**src/rtl/pkt_value_unpacker_pkg.sv**
```systemverilog
// Shared definitions for the packet value unpacker.
// Holds the FSM state type, metadata field offsets, summary field offsets and
// the helper that turns a byte length into an expected value count.
package pkt_value_unpacker_pkg;

  typedef enum logic [1:0] {
    IDLE      = 2'd0,
    SERIALIZE = 2'd1,
    SUMMARY   = 2'd2
  } state_t;

  localparam int unsigned SESSION_W = 16;
  localparam int unsigned LEN_W     = 16;
  localparam int unsigned COUNT_W   = 16;

  // Metadata field offsets.
  localparam int unsigned META_SESSION_LSB = 0;
  localparam int unsigned META_LEN_LSB     = 16;

  // Summary word layout: {mismatch, value_count, session}.
  localparam int unsigned SUM_SESSION_LSB  = 0;
  localparam int unsigned SUM_COUNT_LSB    = 16;
  localparam int unsigned SUM_MISMATCH_BIT = 32;
  localparam int unsigned SUM_W            = 33;

  // Byte length to number of 32-bit values.
  function automatic logic [COUNT_W-1:0] len_to_values(input logic [LEN_W-1:0] len_bytes);
    return len_bytes >> 2;
  endfunction

endpackage

```
**src/rtl/pkt_value_unpacker_value_reg_slice.sv**
```systemverilog
// Optional output register slice for the value stream.
// ENABLE=0: pure wiring. ENABLE=1: one forward register stage with full
// throughput (in_ready is high whenever the stage is empty or draining).
// Ports: clk, rst (sync, active-high), in_valid/in_ready/in_data upstream,
//        out_valid/out_ready/out_data downstream.
module value_reg_slice #(
  parameter int unsigned W      = 49,
  parameter bit          ENABLE = 1'b0
) (
  input  logic         clk,
  input  logic         rst,
  input  logic         in_valid,
  output logic         in_ready,
  input  logic [W-1:0] in_data,
  output logic         out_valid,
  input  logic         out_ready,
  output logic [W-1:0] out_data
);

  if (ENABLE) begin : g_reg
    logic         valid_q;
    logic [W-1:0] data_q;

    assign in_ready  = !valid_q || out_ready;
    assign out_valid = valid_q;
    assign out_data  = data_q;

    always_ff @(posedge clk) begin
      if (rst) begin
        valid_q <= 1'b0;
        data_q  <= '0;
      end else if (in_ready) begin
        valid_q <= in_valid;
        if (in_valid) data_q <= in_data;
      end
    end
  end else begin : g_pass
    logic unused_clk_rst;
    assign unused_clk_rst = clk ^ rst;
    assign in_ready  = out_ready;
    assign out_valid = in_valid;
    assign out_data  = in_data;
  end

endmodule

```
**src/rtl/pkt_value_unpacker.sv**
```systemverilog
// Packet value unpacker.
// Accepts wide payload beats ({metadata, tlast, tdata}) and serialises each
// beat into DATA_W/VALUE_W values, lane 0 first. After the last beat of a
// packet a summary {mismatch, value_count, session} is emitted.
// Ports:
//   clk, rst                 clock, synchronous active-high reset
//   pkt_rx_TDATA/TVALID/TREADY          input beat stream
//   m_axis_value_TDATA/TUSER/TLAST/TVALID/TREADY   value stream (TUSER=session)
//   m_axis_summary_TDATA/TVALID/TREADY  per-packet summary
module pkt_value_unpacker
  import pkt_value_unpacker_pkg::*;
#(
  parameter int unsigned DATA_W  = 512,
  parameter int unsigned META_W  = 88,
  parameter int unsigned VALUE_W = 32,
  parameter bit          OUT_REG = 1'b0
) (
  input  logic                      clk,
  input  logic                      rst,
  input  logic [META_W+DATA_W:0]    pkt_rx_TDATA,
  input  logic                      pkt_rx_TVALID,
  output logic                      pkt_rx_TREADY,
  output logic [VALUE_W-1:0]        m_axis_value_TDATA,
  output logic [SESSION_W-1:0]      m_axis_value_TUSER,
  output logic                      m_axis_value_TVALID,
  output logic                      m_axis_value_TLAST,
  input  logic                      m_axis_value_TREADY,
  output logic [SUM_W-1:0]          m_axis_summary_TDATA,
  output logic                      m_axis_summary_TVALID,
  input  logic                      m_axis_summary_TREADY
);

  localparam int unsigned LANES   = DATA_W / VALUE_W;
  localparam int unsigned LANE_W  = (LANES > 1) ? $clog2(LANES) : 1;
  localparam logic [LANE_W-1:0] LAST_LANE = LANE_W'(LANES - 1);
  localparam int unsigned SLICE_W = VALUE_W + SESSION_W + 1;

  state_t state, state_nxt;

  logic [META_W-1:0]   rx_meta;
  logic                rx_last;
  logic [DATA_W-1:0]   rx_data;
  logic                unused_meta;

  logic [DATA_W-1:0]   data_r;
  logic                last_r;
  logic [SESSION_W-1:0] session_r;
  logic [LEN_W-1:0]    len_r;
  logic                in_pkt;
  logic [LANE_W-1:0]   lane;
  logic [COUNT_W-1:0]  value_count;

  logic                val_valid;
  logic                val_ready;
  logic                rx_hs;
  logic                val_hs;
  logic                sum_hs;
  logic                at_last_lane;

  logic [VALUE_W-1:0]  lane_data [LANES];
  logic [SLICE_W-1:0]  slice_in;
  logic [SLICE_W-1:0]  slice_out;

  assign {rx_meta, rx_last, rx_data} = pkt_rx_TDATA;
  assign unused_meta = ^rx_meta[META_W-1:META_LEN_LSB+LEN_W];

  for (genvar i = 0; i < LANES; i++) begin : g_lane
    assign lane_data[i] = data_r[i*VALUE_W +: VALUE_W];
  end

  assign at_last_lane = (lane == LAST_LANE);
  assign rx_hs  = pkt_rx_TVALID && pkt_rx_TREADY;
  assign val_hs = val_valid && val_ready;
  assign sum_hs = m_axis_summary_TVALID && m_axis_summary_TREADY;

  // in_pkt marks that session/length of the current packet are already
  // latched, so later beats (possibly arriving via IDLE) keep the first ones.
  always_ff @(posedge clk) begin
    if (rst) begin
      state       <= IDLE;
      data_r      <= '0;
      last_r      <= 1'b0;
      session_r   <= '0;
      len_r       <= '0;
      in_pkt      <= 1'b0;
      lane        <= '0;
      value_count <= '0;
    end else begin
      state <= state_nxt;
      if (rx_hs) begin
        data_r <= rx_data;
        last_r <= rx_last;
        lane   <= '0;
        in_pkt <= 1'b1;
        if (!in_pkt) begin
          session_r <= rx_meta[META_SESSION_LSB +: SESSION_W];
          len_r     <= rx_meta[META_LEN_LSB +: LEN_W];
        end
      end else if (val_hs) begin
        lane <= lane + 1'b1;
      end
      if (val_hs && (value_count != '1)) value_count <= value_count + 1'b1;
      if (sum_hs) begin
        value_count <= '0;
        in_pkt      <= 1'b0;
      end
    end
  end

  always_comb begin
    state_nxt = state;
    unique case (state)
      IDLE:      if (rx_hs) state_nxt = SERIALIZE;
      SERIALIZE: begin
        if (val_hs && at_last_lane) begin
          if (last_r)     state_nxt = SUMMARY;
          else if (rx_hs) state_nxt = SERIALIZE;
          else            state_nxt = IDLE;
        end
      end
      SUMMARY:   if (sum_hs) state_nxt = IDLE;
      default:   state_nxt = IDLE;
    endcase
  end

  // The next beat is taken in the same cycle the final lane of a non-last
  // beat is handed off, so consecutive beats stream without a bubble.
  always_comb begin
    val_valid             = 1'b0;
    pkt_rx_TREADY         = 1'b0;
    m_axis_summary_TVALID = 1'b0;
    unique case (state)
      IDLE:      pkt_rx_TREADY = 1'b1;
      SERIALIZE: begin
        val_valid     = 1'b1;
        pkt_rx_TREADY = at_last_lane && !last_r && val_ready;
      end
      SUMMARY:   m_axis_summary_TVALID = 1'b1;
      default:   ;
    endcase
  end

  always_comb begin
    m_axis_summary_TDATA = '0;
    m_axis_summary_TDATA[SUM_SESSION_LSB +: SESSION_W] = session_r;
    m_axis_summary_TDATA[SUM_COUNT_LSB +: COUNT_W]     = value_count;
    m_axis_summary_TDATA[SUM_MISMATCH_BIT]             = (value_count != len_to_values(len_r));
  end

  assign slice_in = {lane_data[lane], session_r, last_r && at_last_lane};

  value_reg_slice #(
    .W      (SLICE_W),
    .ENABLE (OUT_REG)
  ) u_value_reg_slice (
    .clk       (clk),
    .rst       (rst),
    .in_valid  (val_valid),
    .in_ready  (val_ready),
    .in_data   (slice_in),
    .out_valid (m_axis_value_TVALID),
    .out_ready (m_axis_value_TREADY),
    .out_data  (slice_out)
  );

  assign {m_axis_value_TDATA, m_axis_value_TUSER, m_axis_value_TLAST} = slice_out;

endmodule

```
**config.mk**
```make
export PLATFORM = sky130hd
export DESIGN_NAME = pkt_value_unpacker
export DESIGN_NICKNAME = d
export VERILOG_FILES = /design/src/rtl/pkt_value_unpacker_pkg.sv /design/src/rtl/pkt_value_unpacker_value_reg_slice.sv /design/src/rtl/pkt_value_unpacker.sv
export SDC_FILE = /design/constraint.sdc
export NUM_CORES = 1
export LEC_CHECK = 0
export CORE_AREA = 2 2 268 270
export CTS_CLUSTER_SIZE = 24
export DETAILED_ROUTE_END_ITERATION = 16
export DIE_AREA = 0 0 270 272
export PLACE_DENSITY = 0.73
export SYNTH_ARGS = -nofsm -noshare
export SYNTH_HDL_FRONTEND = slang
export SYNTH_SLANG_ARGS = --single-unit
```
**constraint.sdc**
```tcl
create_clock -name clk -period 2.5 [get_ports clk]
set_input_delay 0.75 -clock clk [delete_from_list [all_inputs] [get_ports clk]]
set_output_delay 0.75 -clock clk [all_outputs]
set_load 0.02 [all_outputs]
```
==> results.txt <==
Post-Synth Adder-Cell Area - 0.1054%
Total GRT Usage - 24.86%
Critical setup path kind - reg -> out
Share of cells above drive strength 1 - 17.14%
Initial antenna violation count - 26
CTS Hold Bufs - 0
Area share of xor/xnor cells in the synthesized design - 0.6271%
CTS tree - done
Worst hold path class - reg -> reg
Area of the mapped netlist - 0.02374 mm^2
RSZ-0062 raised after global routing - true
Sum Neg Setup Slack - -24280 ps
Synth warn - 0
Number of nets in the layout - 4091
Largest net degree at the start of global routing - 151
Syn Inst Count - 2807
CTS sink count - 566
Fin. max-slew vios - 0
Core area - 0.07075 mm^2
Peak VDD IR - 539.0 uV
CP bufs+invs - 6
Slowest stage cell, crit path - mux4_2
CP Data Required Time - 1750 ps
Final Hold Fails - 0
Worst flop-to-flop path startpoint - lane[0]$_SDFFE_PP0P_
Post-route ant nets - 0
Sequential area share after synthesis - 47.73%
Ys flop type - dfxtp_1
Crit path cell chain - buf_12, buf_12, buf_12, buf_6, mux4_2, a22oi_2, buf_6, nand2_4, buf_6
Final GP Congestion - 0.9477
Status - complete, but fails checks
Multiplexer area fraction after synthesis - 12.23%
Setup crit start kind - register
Crit path to - m_axis_value_TDATA[4]
Post-layout min period - 3322 ps
Die Width - 270 um
Worst skew pair latency - 630 ps
First-pass GRT wire length - 137800 um
Die ar. - 0.07344 mm^2
Avg Cell Area, Syn - 8.458 um^2
Clock root cell - clkbuf_16
Worst r2r path cells - 10
FF+latch count, synth - 566
Number of global-route vias before repair - 22120
DP Worst Slack - -561.2 ps
RR Endpoint - lane[1]$_SDFFE_PP0P_
Gr ovfl total - 0
Worst setup margin - -822.3 ps
H-Tree Level Count - 2
Post-synthesis simple-gate area fraction - 19.87%
Top delay family on crit path - buffers and inverters
Input/output buffers - 632
Initial Utilization - 33.56%
Overall routed net length - 96800 um
Post-Route Skew - 17.80 ps
R2r setup slk - 110 ps
Crit path from - lane[0]$_SDFFE_PP0P_
Failing checks - setup timing
Post-synth EDFFs - 0
Worst Tran Pin Value - 740.2 ps
Clk pin slew, worst setup/hold paths - 60 ps
Via density per instance - 5.151
CTS buffer count - 61
Synth async-reset ratio - 0%
Drt drc - 0
Max cap viols - 0
Worst path max stage delay - 550 ps
Synth cell types - 43
Crit end category - output port
HPWL after detailed placement - 73190 um
CP Max Fanout - 6
Largest family of logic cells by synthesized area - simple AND/OR/NAND/NOR gates
Routed length per instance - 21.49 um
Leak - 13.29 nW
Clk buf depth - 3
Fmax - 301.0 MHz
WP depth - 9
Hold_sp - data_r[253]$_SDFFE_PP0P_
Slew headroom - 50.66%
Initial DRC Count - 2175
Mapped Nets - 3415
Ports - 691
Pwr/cell area - 663.4 mW/mm^2
Via count - 23210
Post-Route Utilization - 50.34%
Critical Path AT - 2570 ps
Compound-Gate Fraction of Synth Area - 14.45%
Initial DRT Pass Iterations - 5
Core Rows - 98
Final worst-path cycle share - 132.9%
Area delta synth->final - 50.01%
# setup viols final - 35
Chip Height - 272 um
how the worst min path moves through the flow:
| stage | to | slack (ps) | cells after the start |
|---|---|---|---|
| CTS | data_r[342]$_SDFFE_PP0P_ | 450 | 2 |
| finish | data_r[253]$_SDFFE_PP0P_ | 450 | 2 |
| global route | data_r[68]$_SDFFE_PP0P_ | 470 | 2 |
| global placement | data_r[372]$_SDFFE_PP0P_ | 440 | 2 |
| floorplan | data_r[192]$_SDFFE_PP0P_ | 430 | 2 |
| detailed placement | data_r[253]$_SDFFE_PP0P_ | 440 | 2 |
tightest hold or removal path, cell delays in order, from the launching register on:
cell and delay, ps:
dfxtp_1 310, nand2_1 50, a21oi_1 50
what timing repair did:
action | in CTS | in global routing
setup buffers | 19 | 7
resized for setup | 262 | 76
cloned | 1 | 3
setup endpoints to repair | 542 | 147
pin swaps | 36 | 25
state kept, by name (all words and copies together), names as in the netlist:
register     cells
lane             4
state            2
value_count     16
data_r         512
len_r           14
last_r           1
session_r       16
in_pkt           1
logic make-up (layout without fill, tap and decap cells):
group / after synthesis / after routing
AOI/OAI and AO/OA: 641 / 641
xor gates and xnor gates: 17 / 17
adders and majority gates: 2 / 2
buffers and inverters: 249 / 978
DFF: 566 / 566
muxes: 130 / 130
other: 0 / 19
and+or+nand+nor: 1202 / 1202
layout by cell type (no fill, tap or decap), types with 4 or more instances in the layout:
cell type and n:
buf_4 129, buf_12 65, nand2_2 14, buf_6 57, o31ai_1 4, nor4_2 5
nand2_1 1102, nand4_1 6, buf_8 6, o21a_1 4, nand3_1 11, nor2_1 9
xnor2_1 4, nor3_1 8, diode_2 19, nand2_4 10, mux4_2 128, clkinv_2 10
bufinv_16 11, dfxtp_2 9, clkbuf_8 16, dfxtp_1 555, a22oi_2 48, clkbuf_16 66
or4_1 6, a21oi_1 552, a22oi_1 17, dlygate4sd2_1 16, xor2_1 10, clkbuf_1 7
nor4_1 4, clkdlybuf4s50_1 579
final cells by class:
cell class	instances	area (um^2)
diodes	19	47.55
clock inverters	30	457.9
repair buffers	860	9067
well taps	950	1189
inverters	2	7.507
flip-flops and latches	566	11350
clock buffers	86	1823
fillers	6494	35130
multi-input cells	1992	11670
where the power goes:
part           internal (W)  switching [W]
Sequential          0.00956       0.000332
Clock               0.00622        0.00394
Combinational       0.00187        0.00172
Total                0.0176        0.00598
per-stage QoR:
stage	instance area (um^2)	hold slack (ps)	total power [W]	cells
after floorplan	23740	433.1	0.01152	2807
after global placement	32290	439.5	0.01342	4343
after detailed placement	32290	443.1	0.01346	4343
after CTS	35160	451.5	0.02367	4478
after global routing	35620	465.4	0.02444	4505
final	35620	450.8	0.02363	4505
cells in the mapped netlist (all sizes together) (2+ instances only):
library cell | instances | area share [%]
nor2b | 4 | 0.11
a21oi | 554 | 12
o211ai | 2 | 0.063
and4 | 2 | 0.074
nor3 | 8 | 0.17
inv | 2 | 0.032
dfxtp | 566 | 48
and3b | 2 | 0.074
nand4 | 7 | 0.25
nor4 | 9 | 0.29
nor3b | 3 | 0.14
nand2 | 1126 | 18
mux4 | 128 | 12
o21a | 4 | 0.13
and3 | 4 | 0.11
clkbuf | 125 | 2.0
o31a | 3 | 0.11
or3 | 3 | 0.079
mux2i | 2 | 0.084
nor2 | 10 | 0.16
nand3 | 12 | 0.25
nor4b | 2 | 0.074
a21o | 3 | 0.095
o31ai | 4 | 0.13
a31oi | 2 | 0.053
or2 | 2 | 0.053
buf | 122 | 3.0
or4 | 6 | 0.19
a22oi | 65 | 2.1
ha | 2 | 0.11
xor2 | 10 | 0.37
o21ai | 3 | 0.063
xnor2 | 7 | 0.26
routing by layer:
metal  track usage (%)  part of all wire, %  vias up
met1             33.26                   41    11080
met3             4.884                  8.2      207
met5                 0                0.063        -
li1                  -                    -    10890
met2             38.31                   45     1020
met4             12.50                  5.3       10
Power figures use the tool's default switching activity.
